**src/rtl/id_exe_stage_if.sv**
```systemverilog
// Handshake bundle between the decode stage, the ID/EXE register and the execute stage.
// The register uses the slave view; the upstream/downstream environment uses the master view.
interface id_exe_stage_if #(
  parameter int RFW = 5,
  parameter int DW  = 32,
  parameter int IW  = 32
);
  logic           in_valid;
  logic           in_ready;
  logic [IW-1:0]  in_inst;
  logic [DW-1:0]  r1;
  logic [DW-1:0]  r2;
  logic [RFW-1:0] rd;

  logic           out_valid;
  logic           out_ready;
  logic [IW-1:0]  out_inst;
  logic [DW-1:0]  r1_o;
  logic [DW-1:0]  r2_o;
  logic [RFW-1:0] rd_o;

  modport slave (
    input  in_valid, in_inst, r1, r2, rd, out_ready,
    output in_ready, out_valid, out_inst, r1_o, r2_o, rd_o
  );

  modport master (
    output in_valid, in_inst, r1, r2, rd, out_ready,
    input  in_ready, out_valid, out_inst, r1_o, r2_o, rd_o
  );
endinterface

```
**src/rtl/id_exe_stage.sv**
```systemverilog
// ID-to-EXE pipeline register with valid/ready handshake and synchronous flush.
// Define ID_EXE_SKID_EN for the two-entry skid variant with a registered in_ready.
module id_exe_stage #(
  parameter int            RFW      = 5,
  parameter int            DW       = 32,
  parameter int            IW       = 32,
  parameter logic [IW-1:0] NOP_INST = '0
) (
  input  logic           clk,
  input  logic           rst_n,
  input  logic           flush,
  id_exe_stage_if.slave  bus
);

  typedef struct packed {
    logic [IW-1:0]  inst;
    logic [DW-1:0]  r1;
    logic [DW-1:0]  r2;
    logic [RFW-1:0] rd;
  } entry_t;

  localparam entry_t BUBBLE = '{inst: NOP_INST, r1: '0, r2: '0, rd: '0};

  localparam logic [1:0] ST_EMPTY = 2'd0;
  localparam logic [1:0] ST_FULL  = 2'd1;
`ifdef ID_EXE_SKID_EN
  localparam logic [1:0] ST_SKID  = 2'd2;
`endif

  logic [1:0] r_state;
  logic [1:0] w_state_nxt;
  entry_t     r_m;
  entry_t     w_m_nxt;
  entry_t     w_in_entry;
  logic       w_in_ready;
  logic       w_in_xfer;
  logic       w_out_xfer;

  assign w_in_entry = '{inst: bus.in_inst, r1: bus.r1, r2: bus.r2, rd: bus.rd};
  assign w_in_xfer  = bus.in_valid && w_in_ready;
  assign w_out_xfer = (r_state != ST_EMPTY) && bus.out_ready;

`ifdef ID_EXE_SKID_EN
  entry_t r_s;
  entry_t w_s_nxt;
  logic   r_in_ready;

  // in_ready is only a function of the registered state, so it never sees out_ready.
  assign w_in_ready = r_in_ready;

  // NOTE: every combinational output gets a default at the top of the block;
  // any path that skipped an assignment would otherwise infer a latch.
  always_comb begin
    w_state_nxt = r_state;
    w_m_nxt     = r_m;
    w_s_nxt     = r_s;
    if (flush) begin
      w_state_nxt = ST_EMPTY;
      w_m_nxt     = BUBBLE;
      w_s_nxt     = '0;
    end else begin
      case (r_state)
        ST_EMPTY: begin
          if (w_in_xfer) begin
            w_m_nxt     = w_in_entry;
            w_state_nxt = ST_FULL;
          end
        end
        ST_FULL: begin
          if (w_out_xfer && w_in_xfer) begin
            w_m_nxt = w_in_entry;
          end else if (w_out_xfer) begin
            w_m_nxt     = BUBBLE;
            w_state_nxt = ST_EMPTY;
          end else if (w_in_xfer) begin
            w_s_nxt     = w_in_entry;
            w_state_nxt = ST_SKID;
          end
        end
        ST_SKID: begin
          if (w_out_xfer) begin
            w_m_nxt     = r_s;
            w_s_nxt     = '0;
            w_state_nxt = ST_FULL;
          end
        end
        default: begin
          w_state_nxt = ST_EMPTY;
          w_m_nxt     = BUBBLE;
          w_s_nxt     = '0;
        end
      endcase
    end
  end

  always_ff @(posedge clk or negedge rst_n) begin
    if (!rst_n) begin
      r_s        <= '0;
      r_in_ready <= 1'b1;
    end else begin
      r_s        <= w_s_nxt;
      r_in_ready <= (w_state_nxt != ST_SKID);
    end
  end

`else
  // Single-entry mode: a held entry can be replaced in the same cycle it leaves.
  assign w_in_ready = (r_state == ST_EMPTY) || bus.out_ready;

  always_comb begin
    w_state_nxt = r_state;
    w_m_nxt     = r_m;
    if (flush) begin
      w_state_nxt = ST_EMPTY;
      w_m_nxt     = BUBBLE;
    end else begin
      case (r_state)
        ST_EMPTY: begin
          if (w_in_xfer) begin
            w_m_nxt     = w_in_entry;
            w_state_nxt = ST_FULL;
          end
        end
        ST_FULL: begin
          if (w_in_xfer) begin
            w_m_nxt = w_in_entry;
          end else if (w_out_xfer) begin
            w_m_nxt     = BUBBLE;
            w_state_nxt = ST_EMPTY;
          end
        end
        default: begin
          w_state_nxt = ST_EMPTY;
          w_m_nxt     = BUBBLE;
        end
      endcase
    end
  end
`endif

  // NOTE: sequential state uses non-blocking assignments so every flop samples
  // the pre-edge values, independent of block ordering. The payload is reset as
  // well because the outputs must show NOP_INST/zeros whenever nothing is held.
  always_ff @(posedge clk or negedge rst_n) begin
    if (!rst_n) begin
      r_state <= ST_EMPTY;
      r_m     <= BUBBLE;
    end else begin
      r_state <= w_state_nxt;
      r_m     <= w_m_nxt;
    end
  end

  assign bus.in_ready  = w_in_ready;
  assign bus.out_valid = (r_state != ST_EMPTY);
  assign bus.out_inst  = r_m.inst;
  assign bus.r1_o      = r_m.r1;
  assign bus.r2_o      = r_m.r2;
  assign bus.rd_o      = r_m.rd;

endmodule

```
**src/flat_wrapper.sv**
```systemverilog
// flat-port wrapper written by rule: the top's interface ports become plain ports
module id_exe_stage_flat 
#(
  parameter int            RFW      = 5,
  parameter int            DW       = 32,
  parameter int            IW       = 32,
  parameter logic [IW-1:0] NOP_INST = '0
)
  (clk, rst_n, flush, bus_in_valid, bus_in_inst, bus_r1, bus_r2, bus_rd, bus_out_ready, bus_in_ready, bus_out_valid, bus_out_inst, bus_r1_o, bus_r2_o, bus_rd_o);
  id_exe_stage_if #(.RFW(RFW), .DW(DW), .IW(IW)) bus_i ();
  input  logic clk;
  input  logic rst_n;
  input  logic flush;
  input wire logic [$bits(bus_i.in_valid)-1:0] bus_in_valid;
  input wire logic [$bits(bus_i.in_inst)-1:0] bus_in_inst;
  input wire logic [$bits(bus_i.r1)-1:0] bus_r1;
  input wire logic [$bits(bus_i.r2)-1:0] bus_r2;
  input wire logic [$bits(bus_i.rd)-1:0] bus_rd;
  input wire logic [$bits(bus_i.out_ready)-1:0] bus_out_ready;
  output wire logic [$bits(bus_i.in_ready)-1:0] bus_in_ready;
  output wire logic [$bits(bus_i.out_valid)-1:0] bus_out_valid;
  output wire logic [$bits(bus_i.out_inst)-1:0] bus_out_inst;
  output wire logic [$bits(bus_i.r1_o)-1:0] bus_r1_o;
  output wire logic [$bits(bus_i.r2_o)-1:0] bus_r2_o;
  output wire logic [$bits(bus_i.rd_o)-1:0] bus_rd_o;
  assign bus_i.in_valid = bus_in_valid;
  assign bus_i.in_inst = bus_in_inst;
  assign bus_i.r1 = bus_r1;
  assign bus_i.r2 = bus_r2;
  assign bus_i.rd = bus_rd;
  assign bus_i.out_ready = bus_out_ready;
  assign bus_in_ready = bus_i.in_ready;
  assign bus_out_valid = bus_i.out_valid;
  assign bus_out_inst = bus_i.out_inst;
  assign bus_r1_o = bus_i.r1_o;
  assign bus_r2_o = bus_i.r2_o;
  assign bus_rd_o = bus_i.rd_o;
  id_exe_stage #(.RFW(RFW), .DW(DW), .IW(IW), .NOP_INST(NOP_INST)) u_core (.clk(clk), .rst_n(rst_n), .flush(flush), .bus(bus_i));
endmodule
```
**config.mk**
```make
export PLATFORM = sky130hd
export DESIGN_NAME = id_exe_stage_flat
export DESIGN_NICKNAME = d
export VERILOG_FILES = /design/src/rtl/id_exe_stage_if.sv /design/src/rtl/id_exe_stage.sv /design/src/flat_wrapper.sv
export SDC_FILE = /design/constraint.sdc
export NUM_CORES = 1
export LEC_CHECK = 0
export CORE_UTILIZATION = 35
export CTS_CLUSTER_DIAMETER = 80
export DETAILED_ROUTE_END_ITERATION = 8
export DONT_BUFFER_PORTS = 1
export MAX_ROUTING_LAYER = met4
export PLACE_DENSITY = 0.46
export SYNTH_ARGS = -nofsm -noshare
export SYNTH_HDL_FRONTEND = slang
export SYNTH_SLANG_ARGS = --single-unit
```
**constraint.sdc**
```tcl
create_clock -name clk -period 2.1 [get_ports clk]
set_input_delay 0.315 -clock clk [delete_from_list [all_inputs] [get_ports clk]]
set_output_delay 0.315 -clock clk [all_outputs]
set_load 0.005 [all_outputs]
```
# ---- Word-level counts from Yosys, hierarchy flattened
# Index checks and enable logic that the tools add are counted.
dict set report op_classes {
  n_eq_ne 5
  n_mux 10
  n_reduce_logical 7
}
# operator count
set op_table {}
lappend op_table {{2-to-1 mux 101 bit} 4}
lappend op_table {{case mux 101 bit (2 select lines)} 1}
lappend op_table {{2-to-1 mux 2 bit} 4}
lappend op_table {{!= test 3 x 2 -> 1 bit, second input constant} 2}
lappend op_table {{!= test 4 x 2 -> 1 bit, second input constant} 1}
lappend op_table {{case mux 2 bit (2 select lines)} 1}
lappend op_table {{!= test 3 bit, second input constant} 1}
lappend op_table {{AND reduction 3 bit} 1}
lappend op_table {{== test 2 x 1 -> 1 bit, second input constant} 1}
lappend op_table {{logical AND 1 bit} 2}
lappend op_table {{logical NOT 2 bit} 1}
lappend op_table {{AND reduction 2 bit} 1}
lappend op_table {{nonzero test 2 bit} 1}
lappend op_table {{logical OR 1 bit} 1}
dict set report word_totals {
  reg_bits 103
  in_bits 106
  out_inout_bits 103
  elab_cells 27
}

# ---- Depth between registers and ports, before layout
# Gate-level depths: netlist of run 1.
dict set report logic_depth {
  depth_word 6
  mapped_depth 6
  depth_no_buf 4
}

# ---- Least setup slack after synthesis of run 1
# OpenSTA, ideal clock, no wires.
dict set report synth_path {
  kind {input port to flip-flop}
  start {input bus_in_valid}
  end {register u_core.r_m, in the netlist u_core.bus.out_inst[0]}
  setup_ns 0.132
  t_arrival_ns 1.250
  required_ns 1.968
  path_slack_ns 0.718
  cell_stages 6
  n_path_buf 3
  cell_sequence {buf_6 -> buf_12 -> buf_12 -> mux2_4 -> a222oi_1 -> nor2_1}
}
dict set report synth_via {
  elab_chain_len 4
  elab_cells_between_ends 7
  cone_classes {2 x eq/ne; 3 x mux; 2 x reduce/logical}
}
# element line_no
set synth_rtl {}
lappend synth_rtl {{start: declaration} flat_wrapper.sv:14} ;# input wire logic [$bits(bus_i.in_valid)-1:0] bus_in_valid;
lappend synth_rtl {{logical AND 1 bit *} id_exe_stage.sv:40} ;# assign w_in_xfer = bus.in_valid && w_in_ready;
lappend synth_rtl {{2-to-1 mux 101 bit} id_exe_stage.sv:125} ;# if (w_in_xfer) begin
lappend synth_rtl {{case mux 101 bit (2 select lines)} id_exe_stage.sv:117} ;# case (r_state)
lappend synth_rtl {{2-to-1 mux 101 bit} id_exe_stage.sv:113} ;# if (flush) begin
lappend synth_rtl {{end signal: assignment} id_exe_stage.sv:150} ;# r_m <= w_m_nxt;
lappend synth_rtl {{end: declaration} id_exe_stage.sv:32} ;# entry_t r_m;
# Mark *: on every way between the ends. The rest lies on a longest branch, timed or not.
# A chain may end at the register's enable or synchronous reset.

# ---- Worst setup path after layout of run 1
dict set report layout_path {
  start {register u_core.r_state[0]}
  end {output bus_in_ready}
}
dict set report layout_via {
  elab_chain_len 2
}
# element line_no
set layout_rtl {}
lappend layout_rtl {{start: declaration} id_exe_stage.sv:30} ;# logic [1:0] r_state;
lappend layout_rtl {{start signal: assignment} id_exe_stage.sv:149} ;# r_state <= w_state_nxt;
lappend layout_rtl {{logical NOT 2 bit} id_exe_stage.sv:108} ;# assign w_in_ready = (r_state == ST_EMPTY) || bus.out_ready;
lappend layout_rtl {{logical OR 1 bit} id_exe_stage.sv:108}
lappend layout_rtl {{end: declaration} flat_wrapper.sv:20} ;# output wire logic [$bits(bus_i.in_ready)-1:0] bus_in_ready;
# Every way passes these cells.

==> flow_summary.yaml, run 1 <==
run_status:
  outcome: "complete, but fails checks"
  failed_checks: "negative hold slack"
critical_path:
  timing.critical_path.from_type: "register"
  critPathKind: "register to output pin"
  crit_required_ps: 1780
  worstReg2RegStart: "u_core.r_state[0]"
  worst-endpoint-arrival_ps: 1500
  worstSetupEndpointType: "output pin"
  critical_path.startpoint: "u_core.r_state[0]"
  critical_path.max_fanout: 85
hold_path:
  holdCritPathClass: "primary input to async pin"
grt:
  met3_usage_pct: 6.93
  grtUsageMet2_pct: 26.6
  grt_max_degree: 105
  globalRoute.totalOverflow: 0
  busiest_layer: "met2"
  track_usage_pct: 17.9
  grt_pass1_wl_um: 22600
  number_of_global_route_vias_before_repair: 4023
  grt_antenna_before_repair: 0
  grtUsageMet1_pct: 22.1
final_layout:
  post-route-cell-area_um2: 6040
  most_frequent_cells_in_the_layout: "sky130_fd_sc_hd__nor2_1, sky130_fd_sc_hd__dfrtp_1, sky130_fd_sc_hd__a222oi_1"
  utilization_pct: 37.9
  layout_cells_excl_fill: 650
  layout.nets: 535
  synthToLayoutAreaGrowth_pct: 5.58
  diodes: 0
  layout.cells.most_common: "sky130_fd_sc_hd__nor2_1"
  final.fill_count: 1556
  drive_above_1_share_pct: 28.8
placed_design:
  port_buffers: 0
  pre_cts_slack_ps: 446
  place_congestion: 0.675
  post-place-cells: 634
  post-dp-hpwl_um: 8580
  detailed_place.area_um2: 5700
synthesis:
  yosysTopAreaCell: "sky130_fd_sc_hd__dfrtp_1"
  post_synth_fa_ha_maj_area_fraction_pct: 0
  synth_simple_gate_area_share_pct: 7.07
  mappedNetlistNets: 573
  multiplexer_share_of_the_synthesized_area_pct: 24.1
  synth-seq-cells: 102
  postSynthCellCount: 467
  synth_area_um2: 5720
  syn_area_per_cell_um2: 12.2
  ys_seq_area_share_pct: 44.6
  synth_compound_area_share_pct: 17.7
  synthDominantCellAreaShare_pct: 44.6
  synth_top_family_by_area: "multiplexers"
  yosys.cell_types.count: 16
  synthesis.yosys.warnings: 0
  yosys.area_share.xor_xnor_pct: 0
  synth_area_leaders: "sky130_fd_sc_hd__dfrtp_1, sky130_fd_sc_hd__mux2_4, sky130_fd_sc_hd__a222oi_1"
route:
  drt-vias-per-instance: 6.42
  avgRoutedWirePerCell_um: 23.4
  drt.antenna.violating_nets: 0
  routed_wirelength_um: 15200
  firstDrtPassIters: 8
  drtIter0Drc: 566
  detailroute.via_count: 4172
  drc_violations_left: 0
sta:
  tns_ps: 0
  finClkSkew_ps: 11.2
  clock.fmax_ghz: 0.552
  timing_worst_slew_pin_value_ps: 961
  setup_viol: 0
  min_period_over_period_pct: 86.3
  fin_ws_ps: 287
  hold_viol_final: 102
  slew-limit-headroom_pct: 36.0
  grt_setup_unrepaired: "false"
  period_minus_slack_ps: 1810
  worst_hold_slack_ps: -349
  report.final.slew_viol_count: 0
clock_network:
  clock_tree.htree_level_count: 3
  tritoncts: "built"
  clk_pin_slew_ps: 70
  cts_buffers: 9
  tritoncts_num_sinks: 102
  clockRootBuffer: "sky130_fd_sc_hd__clkbuf_16"
  post_cts_resized: 0
  clock_latency_ps: 350
  max-clock-path-buffers: 2
die:
  fp.coreArea_um2: 15900
  boundaryPins: 209
  initial_core_util_pct: 35.9
  floorplan.die.width_um: 130
  floorplan.die_area_um2: 16900
  die_h_um: 130
  row_count: 46
job:
  max_cap_violations: 0
power:
  power_density_nw_per_um2: 790
  leak_pwr_nw: 2.73
  ir_worst_vdd_v: 0.000348
power breakdown:
| part | internal, W | switching [W] | total (W) |
|---|---|---|---|
| clock network | 0.00111 | 0.000765 | 0.00188 |
| logic | 0.000385 | 0.000240 | 0.000625 |
| registers | 0.00211 | 0.000163 | 0.00227 |
Yosys cell counts:
| library cell | number |
|---|---|
| sky130_fd_sc_hd__clkbuf_1 | 29 |
| sky130_fd_sc_hd__mux2_4 | 67 |
| sky130_fd_sc_hd__o21ai_0 | 1 |
| sky130_fd_sc_hd__inv_1 | 2 |
| sky130_fd_sc_hd__nand3_1 | 1 |
| sky130_fd_sc_hd__buf_6 | 2 |
| sky130_fd_sc_hd__buf_12 | 7 |
| sky130_fd_sc_hd__a21oi_1 | 1 |
| sky130_fd_sc_hd__nor2b_1 | 1 |
| sky130_fd_sc_hd__and2_1 | 1 |
| sky130_fd_sc_hd__dfrtp_1 | 102 |
| sky130_fd_sc_hd__mux2_2 | 33 |
| sky130_fd_sc_hd__nor2_1 | 103 |
| sky130_fd_sc_hd__buf_8 | 1 |
| sky130_fd_sc_hd__buf_2 | 16 |
| sky130_fd_sc_hd__a222oi_1 | 100 |
cell families after synthesis:
group                  after synthesis
buffers and inverters               57
AOI/OAI and AO/OA                  102
DFF                                102
and+or+nand+nor                    106
muxes                              100
path summary, 6_finish.rpt:
kind                                           end  depth (start not counted)  slack [ps]
max                                   bus_in_ready                          3         290
min                        u_core.bus.out_inst[10]                          0        -350
max reg2reg                     u_core.bus.r2_o[1]                          4         430
min reg2reg                u_core.bus.out_inst[30]                          2         590
max in group asynchronous       u_core.bus.r1_o[9]                          0        2300
min in group clk               u_core.bus.r1_o[17]                          1          30
metrics by stage:
step / hold slack, ps / total power, W
detailed placement: 23.6 / 0.00293
global placement: 22.7 / 0.00291
global route: -375 / 0.00499
CTS: -362 / 0.00483
floorplan: 19.4 / 0.00291
finish: -349 / 0.00477
sequential cells by signal (all words and copies together) (netlist names):
name / flops
u_core.bus.out_inst: 32
u_core.bus.r2_o: 32
u_core.r_state: 1
u_core.bus.rd_o: 5
u_core.bus.r1_o: 32
repair_timing:
action | CTS | global route
hold endpoints to repair | 102 | 102
buffers inserted | 0 | 0
endpoints found under the setup margin | 0 | 0
per-layer routing:
layer | part of all wire, % | vias up | wire length [um]
li1 | - | 1794 | -
met1 | 40 | 2162 | 6120
met2 | 48 | 208 | 7230
met3 | 12 | 8 | 1760
met4 | 0.70 | 0 | 107
met5 | 0 | - | 0
layout make-up:
cell class                      count  area [um^2]  area share [%]
Tap cell                          216          270            4.48
Timing Repair Buffer                6         70.1            1.16
Inverter                            2         8.76           0.145
Clock buffer                       11          253            4.19
Multi-Input combinational cell    308         2800            46.4
Sequential cell                   102         2550            42.3
Clock inverter                      5         81.3            1.35
worst max-delay path, stage by stage, from the launching register on:
cell and delay, ps:
sky130_fd_sc_hd__dfrtp_1 450, sky130_fd_sc_hd__nor2b_4 220, sky130_fd_sc_hd__buf_12 320, sky130_fd_sc_hd__inv_1 130
Power figures use the tool's default switching activity.
==> run 2: changes to the inputs <==
--- a/config.mk
+++ b/config.mk
@@ -5,12 +5,12 @@
 export SDC_FILE = /design/constraint.sdc
 export NUM_CORES = 1
 export LEC_CHECK = 0
-export CORE_UTILIZATION = 35
+export CORE_UTILIZATION = 38
 export CTS_CLUSTER_DIAMETER = 80
 export DETAILED_ROUTE_END_ITERATION = 8
 export DONT_BUFFER_PORTS = 1
 export MAX_ROUTING_LAYER = met4
-export PLACE_DENSITY = 0.46
+export PLACE_DENSITY = 0.49
 export SYNTH_ARGS = -nofsm -noshare
 export SYNTH_HDL_FRONTEND = slang
 export SYNTH_SLANG_ARGS = --single-unit
==> run 2 against run 1 <==
Compared with the run above:
- the flow still finishes with violations (negative hold slack)
- sequential power about the same
- sequential share of layout area increased by 0.41 points
- non-clock buffer count increased by 2
- sequential cell count unchanged
- clock skew decreased by 6.9 ps
- fmax decreased by 4.8%
- largest power group unchanged
- highest routed layer unchanged
==> flow_summary.yaml, run 2 (same netlist as run 1, synthesis figures left out) <==
sta:
  min_period_over_period_pct: 90.7
  worst_hold_slack_ps: -346
  fin_ws_ps: 196
  setup_viol: 0
  report.final.slew_viol_count: 0
  grt_setup_unrepaired: "false"
  finClkSkew_ps: 4.27
  hold_viol_final: 102
  period_minus_slack_ps: 1900
  slew-limit-headroom_pct: 60.2
  clock.fmax_ghz: 0.525
  timing_worst_slew_pin_value_ps: 598
  tns_ps: 0
power:
  leak_pwr_nw: 2.73
  internal-power_w: 0.00349
  combPwrFrac_pct: 13.5
  pwr-share-seq_pct: 49.0
  power.share.clock_pct: 37.5
  power.net_switching_w: 0.00115
  netSwitchingFraction_pct: 24.9
  power_density_nw_per_um2: 775
  ir_worst_vdd_v: 0.000519
die:
  boundaryPins: 209
  fp.coreArea_um2: 14600
  floorplan.die_area_um2: 15500
  initial_core_util_pct: 39.2
  floorplan.die.width_um: 125
  row_count: 44
  die_h_um: 125
clock_network:
  max-clock-path-buffers: 2
  tritoncts: "built"
  clock_latency_ps: 350
  post_cts_resized: 0
  clock_tree.htree_level_count: 3
  cts_buffers: 9
  tritoncts_num_sinks: 102
  clockRootBuffer: "sky130_fd_sc_hd__clkbuf_16"
  clk_pin_slew_ps: 70
  postCtsSetupRepairBufs: 0
final_layout:
  diodes: 0
  layout.nets: 537
  layout.cells.most_common: "sky130_fd_sc_hd__nor2_1"
  layout_cells_excl_fill: 620
  utilization_pct: 41.0
  most_frequent_cells_in_the_layout: "sky130_fd_sc_hd__nor2_1, sky130_fd_sc_hd__dfrtp_1, sky130_fd_sc_hd__a222oi_1"
  synthToLayoutAreaGrowth_pct: 4.57
  drive_above_1_share_pct: 28.7
critical_path:
  worstRegToRegCells: 5
  crit_required_ps: 1780
  critPathMaxStageDelay_ps: 490
  critPathKind: "register to output pin"
  critical_path.max_fanout: 82
  cpMaxStageDelayCell: "sky130_fd_sc_hd__dfrtp_1"
  worst-endpoint-arrival_ps: 1590
  worstSetupEndpointType: "output pin"
  critical_path.cell_chain: "nor2b_4 -> buf_12 -> inv_1"
  timing.critical_path.from_type: "register"
run_status:
  failed_checks: "negative hold slack"
  outcome: "complete, but fails checks"
placed_design:
  pre_cts_slack_ps: 416
  place_congestion: 0.731
  post-dp-hpwl_um: 8730
  post-place-cells: 604
  port_buffers: 0
route:
  detailroute.via_count: 4133
  avgRoutedWirePerCell_um: 24.4
  firstDrtPassIters: 9
  drc_violations_left: 0
  drt.antenna.violating_nets: 0
  drtIter0Drc: 632
  drt-vias-per-instance: 6.67
  routed_wirelength_um: 15100
job:
  max_cap_violations: 0
grt:
  number_of_global_route_vias_before_repair: 4252
  grt_pass1_wl_um: 23900
  grt_max_degree: 105
  grt_antenna_before_repair: 0
  globalRoute.totalOverflow: 0
  track_usage_pct: 19.9
hold_path:
  holdCritPathClass: "primary input to async pin"
-- run 2: cell types whose count changed in the layout (fill, tap and decap cells not counted) --
cell / delta
sky130_fd_sc_hd__clkinv_2: -1
sky130_fd_sc_hd__clkbuf_1: +2
sky130_fd_sc_hd__bufinv_16: -1
sky130_fd_sc_hd__clkinv_4: -1
sky130_fd_sc_hd__buf_4: +2
sky130_fd_sc_hd__inv_2: +1
-- run 2: stage by stage --
step                instance area, um^2  total power, W
floorplan                          5720         0.00291
global placement                   5680         0.00292
finish                             5980         0.00464
CTS                                5980         0.00470
global route                       5980         0.00483
detailed placement                 5680         0.00294
-- run 2: final cells by class --
type                            instances  area [um^2]
Clock buffer                           13          260
Inverter                                2         7.51
Clock inverter                          3         42.5
Timing Repair Buffer                    8         85.1
Multi-Input combinational cell        308         2800
Sequential cell                       102         2550
Fill cell                            1386         8610
Tap cell                              184          230
-- run 2: power groups by stage --
stage	Combinational (W)	Clock [W]	Sequential [W]
detailed placement	0.000629	0	0.00231
CTS	0.000633	0.00180	0.00227
global placement	0.000610	0	0.00231
floorplan	0.000649	0	0.00226
finish	0.000628	0.00174	0.00227
global route	0.000687	0.00185	0.00229
-- run 2: worst paths after layout --
path	startpoint	slack, ps	end
max	u_core.r_state[0]	200	bus_in_ready
min	rst_n	-350	u_core.bus.r1_o[24]
max reg2reg	u_core.r_state[0]	480	u_core.bus.r1_o[6]
min reg2reg	u_core.bus.out_inst[30]	570	u_core.bus.out_inst[30]
max in group asynchronous	rst_n	2290	u_core.bus.r2_o[26]
min in group clk	flush	20	u_core.bus.r1_o[13]
-- run 2: critical path, delay by kind of cell (launching register included) --
family / cells / cell delay [ps]
and+or+nand+nor: 1 / 230
DFF: 1 / 490
buffers and inverters: 2 / 440
-- run 2: routing by layer --
layer	wire length, um	vias up	global-route usage [%]
met5	0	-	-
met2	7420	206	30.5
met1	5760	2123	23.9
li1	-	1791	-
met4	226	0	7.30
met3	1710	13	7.09
==> run 3: changes to the inputs <==
--- a/config.mk
+++ b/config.mk
@@ -5,12 +5,12 @@
 export SDC_FILE = /design/constraint.sdc
 export NUM_CORES = 1
 export LEC_CHECK = 0
-export CORE_UTILIZATION = 38
+export CORE_UTILIZATION = 65
 export CTS_CLUSTER_DIAMETER = 80
 export DETAILED_ROUTE_END_ITERATION = 8
 export DONT_BUFFER_PORTS = 1
 export MAX_ROUTING_LAYER = met4
-export PLACE_DENSITY = 0.49
+export PLACE_DENSITY = 0.78
 export SYNTH_ARGS = -nofsm -noshare
 export SYNTH_HDL_FRONTEND = slang
 export SYNTH_SLANG_ARGS = --single-unit
==> run 3 against run 2 <==
Compared with the run above:
- the flow still finishes with violations (negative hold slack)
- hold slack got worse by 13 ps
- worst setup slack improved by 320 ps
- register-to-register slack improved by 40 ps
- combinational power barely moved
- fmax rose by 20%
- core utilization rose by 28 points
- count of clock-buffer cells in the layout fell by 2
- sequential power barely moved
- first-iteration DRC count rose by 8.4%
- clock skew rose by 12 ps
- cell count fell by 13%
- sequential cell count did not move
- largest power group unchanged
==> flow_summary.yaml, run 3 (same netlist as run 1, synthesis figures left out) <==
die:
  boundaryPins: 209
  initial_core_util_pct: 68.2
  row_count: 33
  die_h_um: 95.8
  fp.coreArea_um2: 8380
  floorplan.die_area_um2: 9180
  floorplan.die.width_um: 95.8
grt:
  number_of_global_route_vias_before_repair: 3779
  busiest_layer: "met2"
  grt_pass1_wl_um: 19200
  met3_usage_pct: 10.5
  grt_max_degree: 105
  grtUsageMet1_pct: 35.1
  grtUsageMet2_pct: 41.5
  globalRoute.totalOverflow: 0
  grt_antenna_before_repair: 0
  track_usage_pct: 27.7
sta:
  slew-limit-headroom_pct: 60.0
  timing_worst_slew_pin_value_ps: 600
  report.final.slew_viol_count: 0
  worst_hold_slack_ps: -359
  tns_ps: 0
  fin_ws_ps: 518
  finClkSkew_ps: 16.5
  setup_viol: 0
  grt_setup_unrepaired: "false"
  clock.fmax_ghz: 0.632
  min_period_over_period_pct: 75.3
  hold_viol_final: 102
  period_minus_slack_ps: 1580
final_layout:
  seqCellArea_um2: 2550
  most_frequent_cells_in_the_layout: "sky130_fd_sc_hd__nor2_1, sky130_fd_sc_hd__dfrtp_1, sky130_fd_sc_hd__a222oi_1"
  final.fill_count: 614
  post-route-cell-area_um2: 5770
  diodes: 0
  drive_above_1_share_pct: 28.4
  layout_cells_excl_fill: 541
  multiInputGateArea_um2: 2800
  layout.cells.most_common: "sky130_fd_sc_hd__nor2_1"
  synthToLayoutAreaGrowth_pct: 0.897
  layout.nets: 537
critical_path:
  worstSetupEndpointType: "register"
  cpMaxStageDelayCell: "sky130_fd_sc_hd__buf_4"
  critical_path.max_fanout: 42
  critical_path.cell_chain: "nor2b_4 -> buf_4 -> a222oi_1 -> nor2_1"
  critPathMaxStageDelay_ps: 450
  worst-endpoint-arrival_ps: 1860
  timing.critical_path.from_type: "register"
  crit_required_ps: 2380
  critPathKind: "register to register"
power:
  leak_pwr_nw: 2.67
  power_density_nw_per_um2: 716
  ir_worst_vdd_v: 0.000460
  post-layout-total-power_w: 0.00413
clock_network:
  cts_buffers: 9
  max-clock-path-buffers: 2
  clock_tree.htree_level_count: 3
  tritoncts_num_sinks: 102
  clockRootBuffer: "sky130_fd_sc_hd__clkbuf_8"
  tritoncts: "built"
  postCtsSetupRepairBufs: 0
  clock_latency_ps: 360
  clk_pin_slew_ps: 100
route:
  firstDrtPassIters: 7
  routed_wirelength_um: 13300
  drt.antenna.violating_nets: 0
  detailroute.via_count: 4113
  drt-vias-per-instance: 7.60
  avgRoutedWirePerCell_um: 24.6
  drtIter0Drc: 685
  drc_violations_left: 0
run_status:
  failed_checks: "negative hold slack"
  outcome: "complete, but fails checks"
placed_design:
  post-place-cells: 523
  pre_cts_slack_ps: 567
  detailed_place.area_um2: 5550
  port_buffers: 0
  place_congestion: 0.750
  post-dp-hpwl_um: 7830
job:
  max_cap_violations: 0
hold_path:
  holdCritPathClass: "primary input to async pin"
run 3: path summary, 6_finish.rpt:
path                                          from                       to  slack [ps]  depth (start not counted)
hold reg to reg            u_core.bus.out_inst[30]  u_core.bus.out_inst[30]         590                          2
max in group asynchronous                    rst_n  u_core.bus.out_inst[29]        2260                          0
min in group clk                             flush        u_core.r_state[0]          30                          1
setup / recovery                 u_core.r_state[0]      u_core.bus.r2_o[25]         520                          4
hold / removal                               rst_n       u_core.bus.r1_o[7]        -360                          0
setup reg to reg                 u_core.r_state[0]      u_core.bus.r2_o[25]         520                          4
run 3: per-layer routing:
| metal | vias to the layer above | wire, um |
|---|---|---|
| met2 | 230 | 6440 |
| met5 | - | 0 |
| met1 | 2080 | 5040 |
| met4 | 0 | 143 |
| met3 | 12 | 1670 |
| li1 | 1791 | - |
run 3: per-stage QoR:
step / utilization (%) / hold WS, ps
3_3_place_gp: 66.2 / 21.2
5_1_grt: 68.8 / -386
2_1_floorplan: - / 19.4
6_report: 68.8 / -359
3_5_place_dp: 66.2 / 21.2
4_1_cts: 68.7 / -372
run 3: worst max-delay path, delay by kind of cell (launching register included):
kind / cells / cell delay (ps)
and+or+nand+nor: 2 / 450
buffers and inverters: 1 / 450
DFF: 1 / 430
AOI/OAI and AO/OA: 1 / 160
run 3: where the power goes:
part | total (W) | internal, W | switching, W | leakage (nW)
logic | 0.000629 | 0.000384 | 0.000245 | 1.23
registers | 0.00227 | 0.00211 | 0.000159 | 1.35
clock network | 0.00124 | 0.000585 | 0.000655 | 0.0955
total | 0.00413 | 0.00307 | 0.00106 | 2.67
run 3: layout make-up:
class                      count  area share [%]
multi-input combinational    308            48.5
sequential                   102            44.2
clock buffer                  11            2.45
tap                          105            2.28
timing repair buffer           8            1.34
clock inverter                 5            1.02
inverter                       2           0.130
run 3: what timing repair did:
item	in CTS	in global routing
endpoints found under the hold margin	110	113
hold buffers	1	1
resized for setup	0	0
